[src/rtl/pseg_pkg.sv]
// Shared constants, operand slot type and wait-count helper for the pipeline segment.
package pseg_pkg;
  localparam int unsigned REG_IDX_W = 5;
  localparam int unsigned XLEN      = 32;

  typedef struct packed {
    logic                 ren;
    logic [REG_IDX_W-1:0] idx;
    logic [XLEN-1:0]      val;
  } op_slot_t;

  // Saturating decrement; callers narrow the result to their wait-field width.
  function automatic logic [31:0] sat_dec(input logic [31:0] v);
    return (v == 32'd0) ? 32'd0 : v - 32'd1;
  endfunction
endpackage

[src/rtl/pseg_bypass_mux.sv]
// Writeback snoop for one operand slot: returns the operand value corrected by the
// highest-priority (lowest-numbered) matching writeback port.
module pseg_bypass_mux
  import pseg_pkg::*;
#(
  parameter int unsigned NUM_WB = 2
) (
  input  op_slot_t                    op,
  input  logic [NUM_WB-1:0]           wb_wen,
  input  logic [NUM_WB*REG_IDX_W-1:0] wb_wreg,
  input  logic [NUM_WB*XLEN-1:0]      wb_wdata,
  output logic [XLEN-1:0]             val_c
);

  // Scan from the lowest-priority port so port 0 is applied last and wins.
  always_comb begin
    val_c = op.val;
    if (op.ren && (op.idx != '0)) begin
      for (int j = int'(NUM_WB) - 1; j >= 0; j--) begin
        if (wb_wen[j] && (wb_wreg[j*REG_IDX_W +: REG_IDX_W] == op.idx)) begin
          val_c = wb_wdata[j*XLEN +: XLEN];
        end
      end
    end
  end

endmodule

[src/rtl/pipe_seg_bypass.sv]
// Valid/ready pipeline segment carrying payload, bypass-corrected operands and a wait countdown.
// Optional macro PSEG_SKID_EN adds a second (skid) entry and a registered in_ready.
module pipe_seg_bypass
  import pseg_pkg::*;
#(
  parameter int unsigned PAYLOAD_W = 64,
  parameter int unsigned NUM_OPS   = 2,
  parameter int unsigned NUM_WB    = 2,
  parameter int unsigned WAIT_W    = 2
) (
  input  logic                          clk,
  input  logic                          reset,
  input  logic                          flush,
  input  logic                          in_valid,
  output logic                          in_ready,
  input  logic [PAYLOAD_W-1:0]          in_payload,
  input  logic [NUM_OPS-1:0]            in_op_ren,
  input  logic [NUM_OPS*REG_IDX_W-1:0]  in_op_idx,
  input  logic [NUM_OPS*XLEN-1:0]       in_op_val,
  input  logic [WAIT_W-1:0]             in_wait,
  input  logic [NUM_WB-1:0]             wb_wen,
  input  logic [NUM_WB*REG_IDX_W-1:0]   wb_wreg,
  input  logic [NUM_WB*XLEN-1:0]        wb_wdata,
  output logic                          out_valid,
  input  logic                          out_ready,
  output logic [PAYLOAD_W-1:0]          out_payload,
  output logic [NUM_OPS*REG_IDX_W-1:0]  out_op_idx,
  output logic [NUM_OPS*XLEN-1:0]       out_op_val,
  output logic [WAIT_W-1:0]             out_wait
);

`ifdef PSEG_SKID_EN
  localparam int unsigned NUM_ENT = 2;
`else
  localparam int unsigned NUM_ENT = 1;
`endif

  // Entry 0 is the main (output) entry; entry 1, when present, is the skid entry.
  logic [NUM_ENT-1:0]   ent_valid_q, ent_valid_d;
  logic [PAYLOAD_W-1:0] ent_payload_q [NUM_ENT];
  logic [PAYLOAD_W-1:0] ent_payload_d [NUM_ENT];
  op_slot_t             ent_op_q      [NUM_ENT][NUM_OPS];
  op_slot_t             ent_op_d      [NUM_ENT][NUM_OPS];
  op_slot_t             ent_op_upd_c  [NUM_ENT][NUM_OPS];
  logic [XLEN-1:0]      ent_byp_val_c [NUM_ENT][NUM_OPS];
  logic [WAIT_W-1:0]    ent_wait_q    [NUM_ENT];
  logic [WAIT_W-1:0]    ent_wait_d    [NUM_ENT];
  logic [WAIT_W-1:0]    ent_wait_upd_c[NUM_ENT];

  op_slot_t             in_op_raw_c   [NUM_OPS];
  op_slot_t             in_op_c       [NUM_OPS];
  logic [XLEN-1:0]      in_byp_val_c  [NUM_OPS];
  logic [WAIT_W-1:0]    in_wait_ld_c;
  logic                 accept_c;
  logic                 issue_c;

  // Incoming operands see same-cycle writebacks before they are captured.
  for (genvar k = 0; k < int'(NUM_OPS); k++) begin : g_in_op
    assign in_op_raw_c[k] = {in_op_ren[k], in_op_idx[k*REG_IDX_W +: REG_IDX_W],
                             in_op_val[k*XLEN +: XLEN]};
    pseg_bypass_mux #(.NUM_WB(NUM_WB)) u_byp (
      .op       (in_op_raw_c[k]),
      .wb_wen   (wb_wen),
      .wb_wreg  (wb_wreg),
      .wb_wdata (wb_wdata),
      .val_c    (in_byp_val_c[k])
    );
    assign in_op_c[k] = {in_op_ren[k], in_op_idx[k*REG_IDX_W +: REG_IDX_W], in_byp_val_c[k]};
  end

  assign in_wait_ld_c = WAIT_W'(sat_dec(32'(in_wait)));

  // Held entries are refreshed by writebacks and count down every cycle they stay.
  for (genvar e = 0; e < int'(NUM_ENT); e++) begin : g_ent
    for (genvar k = 0; k < int'(NUM_OPS); k++) begin : g_op
      pseg_bypass_mux #(.NUM_WB(NUM_WB)) u_byp (
        .op       (ent_op_q[e][k]),
        .wb_wen   (wb_wen),
        .wb_wreg  (wb_wreg),
        .wb_wdata (wb_wdata),
        .val_c    (ent_byp_val_c[e][k])
      );
      assign ent_op_upd_c[e][k] = {ent_op_q[e][k].ren, ent_op_q[e][k].idx, ent_byp_val_c[e][k]};
    end
    assign ent_wait_upd_c[e] = WAIT_W'(sat_dec(32'(ent_wait_q[e])));
  end

`ifdef PSEG_SKID_EN
  assign in_ready = !ent_valid_q[NUM_ENT-1];
`else
  assign in_ready = !ent_valid_q[0] || out_ready;
`endif

  assign accept_c = in_valid && in_ready;
  assign issue_c  = ent_valid_q[0] && out_ready;

  // Next-state: held update first, then flush > issue/accept movement.
  always_comb begin
    ent_valid_d   = ent_valid_q;
    ent_payload_d = ent_payload_q;
    ent_op_d      = ent_op_q;
    ent_wait_d    = ent_wait_q;
    for (int e = 0; e < int'(NUM_ENT); e++) begin
      if (ent_valid_q[e]) begin
        for (int k = 0; k < int'(NUM_OPS); k++) ent_op_d[e][k] = ent_op_upd_c[e][k];
        ent_wait_d[e] = ent_wait_upd_c[e];
      end
    end
    if (flush) begin
      ent_valid_d = '0;
      for (int e = 0; e < int'(NUM_ENT); e++) begin
        ent_payload_d[e] = '0;
        ent_wait_d[e]    = '0;
        for (int k = 0; k < int'(NUM_OPS); k++) ent_op_d[e][k] = '0;
      end
    end else begin
`ifdef PSEG_SKID_EN
      if (issue_c) begin
        if (ent_valid_q[1]) begin
          ent_valid_d[1]   = 1'b0;
          ent_payload_d[0] = ent_payload_q[1];
          ent_wait_d[0]    = ent_wait_upd_c[1];
          for (int k = 0; k < int'(NUM_OPS); k++) ent_op_d[0][k] = ent_op_upd_c[1][k];
        end else if (accept_c) begin
          ent_payload_d[0] = in_payload;
          ent_wait_d[0]    = in_wait_ld_c;
          for (int k = 0; k < int'(NUM_OPS); k++) ent_op_d[0][k] = in_op_c[k];
        end else begin
          ent_valid_d[0] = 1'b0;
        end
      end else if (accept_c) begin
        if (ent_valid_q[0]) begin
          ent_valid_d[1]   = 1'b1;
          ent_payload_d[1] = in_payload;
          ent_wait_d[1]    = in_wait_ld_c;
          for (int k = 0; k < int'(NUM_OPS); k++) ent_op_d[1][k] = in_op_c[k];
        end else begin
          ent_valid_d[0]   = 1'b1;
          ent_payload_d[0] = in_payload;
          ent_wait_d[0]    = in_wait_ld_c;
          for (int k = 0; k < int'(NUM_OPS); k++) ent_op_d[0][k] = in_op_c[k];
        end
      end
`else
      if (accept_c) begin
        ent_valid_d[0]   = 1'b1;
        ent_payload_d[0] = in_payload;
        ent_wait_d[0]    = in_wait_ld_c;
        for (int k = 0; k < int'(NUM_OPS); k++) ent_op_d[0][k] = in_op_c[k];
      end else if (issue_c) begin
        ent_valid_d[0] = 1'b0;
      end
`endif
    end
  end

  always_ff @(posedge clk) begin
    if (reset) begin
      ent_valid_q <= '0;
      for (int e = 0; e < int'(NUM_ENT); e++) begin
        ent_payload_q[e] <= '0;
        ent_wait_q[e]    <= '0;
        for (int k = 0; k < int'(NUM_OPS); k++) ent_op_q[e][k] <= '0;
      end
    end else begin
      ent_valid_q <= ent_valid_d;
      for (int e = 0; e < int'(NUM_ENT); e++) begin
        ent_payload_q[e] <= ent_payload_d[e];
        ent_wait_q[e]    <= ent_wait_d[e];
        for (int k = 0; k < int'(NUM_OPS); k++) ent_op_q[e][k] <= ent_op_d[e][k];
      end
    end
  end

  assign out_valid   = ent_valid_q[0];
  assign out_payload = ent_payload_q[0];
  assign out_wait    = ent_wait_q[0];
  for (genvar k = 0; k < int'(NUM_OPS); k++) begin : g_out
    assign out_op_idx[k*REG_IDX_W +: REG_IDX_W] = ent_op_q[0][k].idx;
    assign out_op_val[k*XLEN +: XLEN]           = ent_op_q[0][k].val;
  end

endmodule

[config.mk]
export PLATFORM = sky130hd
export DESIGN_NAME = pipe_seg_bypass
export DESIGN_NICKNAME = d
export VERILOG_FILES = /design/src/rtl/pseg_pkg.sv /design/src/rtl/pseg_bypass_mux.sv /design/src/rtl/pipe_seg_bypass.sv
export SDC_FILE = /design/constraint.sdc
export NUM_CORES = 1
export LEC_CHECK = 0
export ABC_AREA = 0
export CORE_MARGIN = 10
export CORE_UTILIZATION = 43
export CTS_CLUSTER_SIZE = 16
export DETAILED_ROUTE_END_ITERATION = 7
export GPL_TIMING_DRIVEN = 0
export PLACE_DENSITY = 0.84
export SETUP_SLACK_MARGIN = 0.1
export SYNTH_ARGS = -nofsm -noshare
export SYNTH_HDL_FRONTEND = slang
export SYNTH_SLANG_ARGS = --single-unit
[constraint.sdc]
create_clock -name clk -period 3.1 [get_ports clk]
set_input_delay 0.775 -clock clk [delete_from_list [all_inputs] [get_ports clk]]
set_output_delay 0.775 -clock clk [all_outputs]
set_load 0.05 [all_outputs]
---- Yosys cells after proc, flatten, opt, wreduce, memory -nomap -nowiden ----
Index checks and enable logic that the tools add are counted.
operators by class
  mux-type cells .......................... 20
  reduce and logical (&&, ||, !) cells .... 31
  equal/unequal tests ..................... 8
  add/subtract/negate cells ............... 2
operator list
  operator               number
  $mux W32               12
  $mux W76               1
  $mux W70               1
  $eq A5 B5 Y1           8
  $reduce_bool A5 Y1     4
  $logic_and A1 B1 Y1    14
  $mux W2                4
  $reduce_bool A2 Y1     4
  $reduce_and A3 Y1      2
  $reduce_bool A3 Y1     2
  $logic_not A2 Y1       2
  $sub A2 B1 Y2 const B  2
  $mux W1                2
  $reduce_or A2 Y1       1
  $logic_not A1 Y1       1
  $logic_or A1 B1 Y1     1
storage, ports and cells
  register bits ........................... 143
  logic and storage cells ................. 70

---- Longest topological paths before layout ----
  depth in word-level cells ............... 7
  depth in mapped cells ................... 9
  depth with buffers taken out ............ 6

---- Hierarchy ----
From an unflattened synthesis, not the netlist that was laid out.
unflattened totals
  cells, all modules ...................... 1195
  area, all modules ....................... 10387.5 µm²
by module, submodules not included
  module           cells each  sequential area each (µm²)  times used  area each (µm²)
  pipe_seg_bypass  807         2862.7                      1           6718.9
  pseg_bypass_mux  97          0.0                         4           917.1

---- Worst setup path after synthesis ----
No wires, ideal clock.
  kind .................................... input -> register
  start ................................... in out_ready
  end ..................................... reg ent_payload_q (netlist bit out_payload[47])
  buffers on the path ..................... 4
  arrival ................................. 2.587 ns
  stages .................................. 8
  path slack .............................. 0.443 ns
  cells stage by stage .................... nand2b_1 -> and2_1 -> clkbuf_1 -> clkbuf_1 -> clkbuf_1 -> buf_1 -> nand2_1 -> a21oi_1
on the way
  word-level cells in the longest chain between the ends .. 2
RTL lines
  what                             RTL line                RTL
  from (decl)                      pipe_seg_bypass.sv:25   input logic out_ready,
  $logic_or A1 B1 Y1               pipe_seg_bypass.sv:91   assign in_ready = !ent_valid_q[0] || out_ready;
  $logic_and A1 B1 Y1              pipe_seg_bypass.sv:94   assign accept_c = in_valid && in_ready;
  to (signal, indexed assignment)  pipe_seg_bypass.sv:168  ent_payload_q[e] <= ent_payload_d[e];
  to (decl)                        pipe_seg_bypass.sv:40   logic [PAYLOAD_W-1:0] ent_payload_q [NUM_ENT];
Every way passes these cells.
A chain may end at the register's enable or synchronous reset.

---- Worst setup path in the final report ----
  start ................................... in in_op_idx[9]
  end ..................................... reg out_op_val[35] (netlist name)
on the way
  word-level cells in the longest chain between the ends .. 6
  elaborated cells between the ends (all ways) .. 10
RTL lines
  what                   RTL line                RTL
  from (decl)            pipe_seg_bypass.sv:18   input logic [NUM_OPS*REG_IDX_W-1:0] in_op_idx,
  $eq A5 B5 Y1           pseg_bypass_mux.sv:20   if (wb_wen[j] && (wb_wreg[j*REG_IDX_W +: REG_IDX_W] == op.idx)) begin
  $logic_and A1 B1 Y1    pseg_bypass_mux.sv:20
  $mux W32 (2 in a row)  pseg_bypass_mux.sv:20
  $mux W32 *             pseg_bypass_mux.sv:18   if (op.ren && (op.idx != '0)) begin
  $mux W76 *             pipe_seg_bypass.sv:145  if (accept_c) begin
Every way passes the cells marked *; elsewhere a longest branch is shown, timed or not. The select of a mux whose other input is x is not followed.

==> flow_summary.ini <==
[status]
status = finished, final reports clean

[grt]
overflow = 0
grt_use_total = 0.272
antenna_found_initial = 1
grt_pass1_vias = 9770
grt_max_degree = 17
grt_pass1_wl_mm = 56.2

[clock_tree]
cts-hold-fix-buffers = 0
clk_pin_slew_worst_paths_ns = 0.07
root_buffer = clkbuf_16
clkSinkCount = 143
cts_tree = yes
clockBufferDepth = 2
clock_latency_ns = 0.43
h-tree-depth = 4
cts_buffers = 17

[routing]
drt-total-wl_mm = 37.0
drt-initial-drc-count = 741
vias_per_cell = 5.83
dr.pass1.iters = 8
via_count = 9791
drtAntennaViolNets = 0
drc_errors = 0
wl_per_cell_um = 22.0

[synthesis]
syn_area_um2 = 8430
ys_seq_area_frac = 0.339
synthDistinctLibCells = 39
synth_edf_count = 0
synth_area_leader_cell = dfxtp_1
ys_ff_latch = 143
synth_warnings = 0
synth_nets = 1241
synth_flop_cell = dfxtp_1
synth_async_sr_flop_share = 0
netlist_instances = 1018
avgSynthCellArea_um2 = 8.29
synth_top_cell_area_share = 0.339
synth_area_leaders = dfxtp_1, a221oi_1, nand2_1

[sta]
finalCritPeriodShare = 0.964
relSlewSlack = 0.445
worstMarginPinSlew_ns = 0.827
final.setup_skew_ns = 0.00852
setup_viol = 0
min_period_ns = 2.99
rsz0062_at_grt = true
fmax_ghz = 0.335
hold_ws_ns = 0.453
timing.final.hold_violations = 0
slew_viol_final = 0
tns_ns = 0

[worst_hold_path]
holdCritPathClass = reg2reg

[job]
maxCapViolations = 0

[floorplanning]
rows = 51
start_util = 0.435
core_region_area_um2 = 19400
die-area_um2 = 25600
die-width_um = 160
ioPinCount = 365
die_h_um = 160

[finish]
finalNetCount = 1624
drive_above_1_share = 0.126
syn_to_final_growth_pct = 55.0
stdcell_area_um2 = 13100
diodes = 0

[critical_path]
crit_arrival_ns = 3.27
path_class = in2reg
cp_data_required_time_ns = 3.38
critPathLaunchType = input pin
crit_path_max_fanout = 10
endpoint_kind = flip-flop

[placement]
portBuffers = 363
place_area_um2 = 12400
gp_congestion = 0.920
hpwl_mm = 27.9

[power]
power_leakage_nw = 4.83
vdd_ir_drop_max_uv = 366
powerDensity_nw_per_um2 = 417
## metal layers
layer / track usage / part of all wire / vias to the layer above
li1: - / - / 4457
met1: 0.307 / 0.37 / 4608
met2: 0.450 / 0.47 / 628
met3: 0.0992 / 0.12 / 98
met4: 0.126 / 0.037 / 0
met5: 0 / 0 / -
## synth_stat cells, drive strengths merged, types with 4 or more instances
| cell type | count |
|---|---|
| nand2 | 219 |
| dfxtp | 143 |
| a221oi | 96 |
| buf | 94 |
| a21oi | 79 |
| clkbuf | 76 |
| o21ai | 36 |
| inv | 34 |
| a221o | 32 |
| a32o | 32 |
| mux2 | 32 |
| mux2i | 32 |
| o32ai | 32 |
| xor2 | 24 |
| xnor2 | 16 |
| nor4 | 5 |
| nand3 | 4 |
| nand4 | 4 |
## worst max-delay path: stages
cell,delay [ns]
clkdlybuf4s50_1,0.51
or4_1,0.61
o21ai_4,0.31
a31oi_1,0.23
clkbuf_1,0.35
a221oi_1,0.35
o32ai_1,0.12
## power breakdown
part	leakage (nW)	total, mW	internal [mW]	switching, mW
Sequential	1.17	1.96	1.91	0.0454
Combinational	3.38	1.38	0.626	0.759
Clock	0.282	2.11	1.16	0.953
## timing repair
action / in CTS / in global routing
endpoints found under the hold margin: 0 / 0
pin swaps: 0 / 1
endpoints found under the setup margin: 80 / 127
setup buffers: 0 / 1
gates resized for setup: 14 / 44
## path summary, 6_finish.rpt
check,startpoint,end,slack [ns],depth (start not counted)
max,in_op_idx[9],out_op_val[35],0.11,7
min,out_payload[14],out_payload[14],0.45,2
max reg2reg,out_valid,out_payload[58],0.61,7
min reg2reg,out_payload[14],out_payload[14],0.45,2
## registers in the layout, summed over array words and instances (netlist names)
register,count
out_op_val,64
out_payload,64
out_op_idx,10
ent_op_q,2
out_wait,2
out_valid,1
## layout by cell type, fill, tap and decap left out, types with 4 or more instances in the layout
master / count
clkdlybuf4s50_1: 360
nand2_1: 219
dfxtp_1: 143
a221oi_1: 96
a21oi_1: 79
buf_4: 77
clkbuf_1: 52
inv_1: 34
a221o_1: 32
mux2i_1: 32
a32o_1: 32
o32ai_1: 32
xor2_1: 24
o21ai_0: 23
clkbuf_2: 22
mux2_2: 22
clkbuf_16: 17
xnor2_1: 16
o21ai_1: 11
mux2_1: 10
buf_6: 9
buf_2: 7
nor4_1: 5
inv_6: 5
nand4_1: 4
nand3_1: 4
clkinv_4: 4
## through the flow
stage          setup slack (ns)  cells  power, mW  utilization
2_1_floorplan             0.443   1018       2.71            -
3_3_place_gp             -0.610   1646       3.33        0.639
3_5_place_dp             -0.626   1646       3.36        0.639
4_1_cts                  0.0931   1678       5.44        0.670
5_1_grt                  0.0654   1679       5.63        0.674
6_report                  0.111   1679       5.45        0.674
## cell families (layout without fill, tap and decap cells)
group,after synthesis,after routing,share of synthesized area
flip-flops,143,143,0.339
AO/OA/AOI/OAI,313,313,0.284
AND/OR/NAND/NOR,254,254,0.122
multiplexers,64,64,0.0807
buffers and inverters,204,600,0.132
XOR/XNOR,40,40,0.0415
## cell type report
cell class / instances / area, um2
plain buffers: 170 / 1040
clock buffers: 18 / 439
clock inverters: 14 / 146
fillers: 1622 / 6330
inverters: 34 / 128
multi-input cells: 671 / 4480
flip-flops and latches: 143 / 2860
well taps: 265 / 332
repair buffers: 364 / 3640
Note: power is estimated with default switching activity, not from simulation.
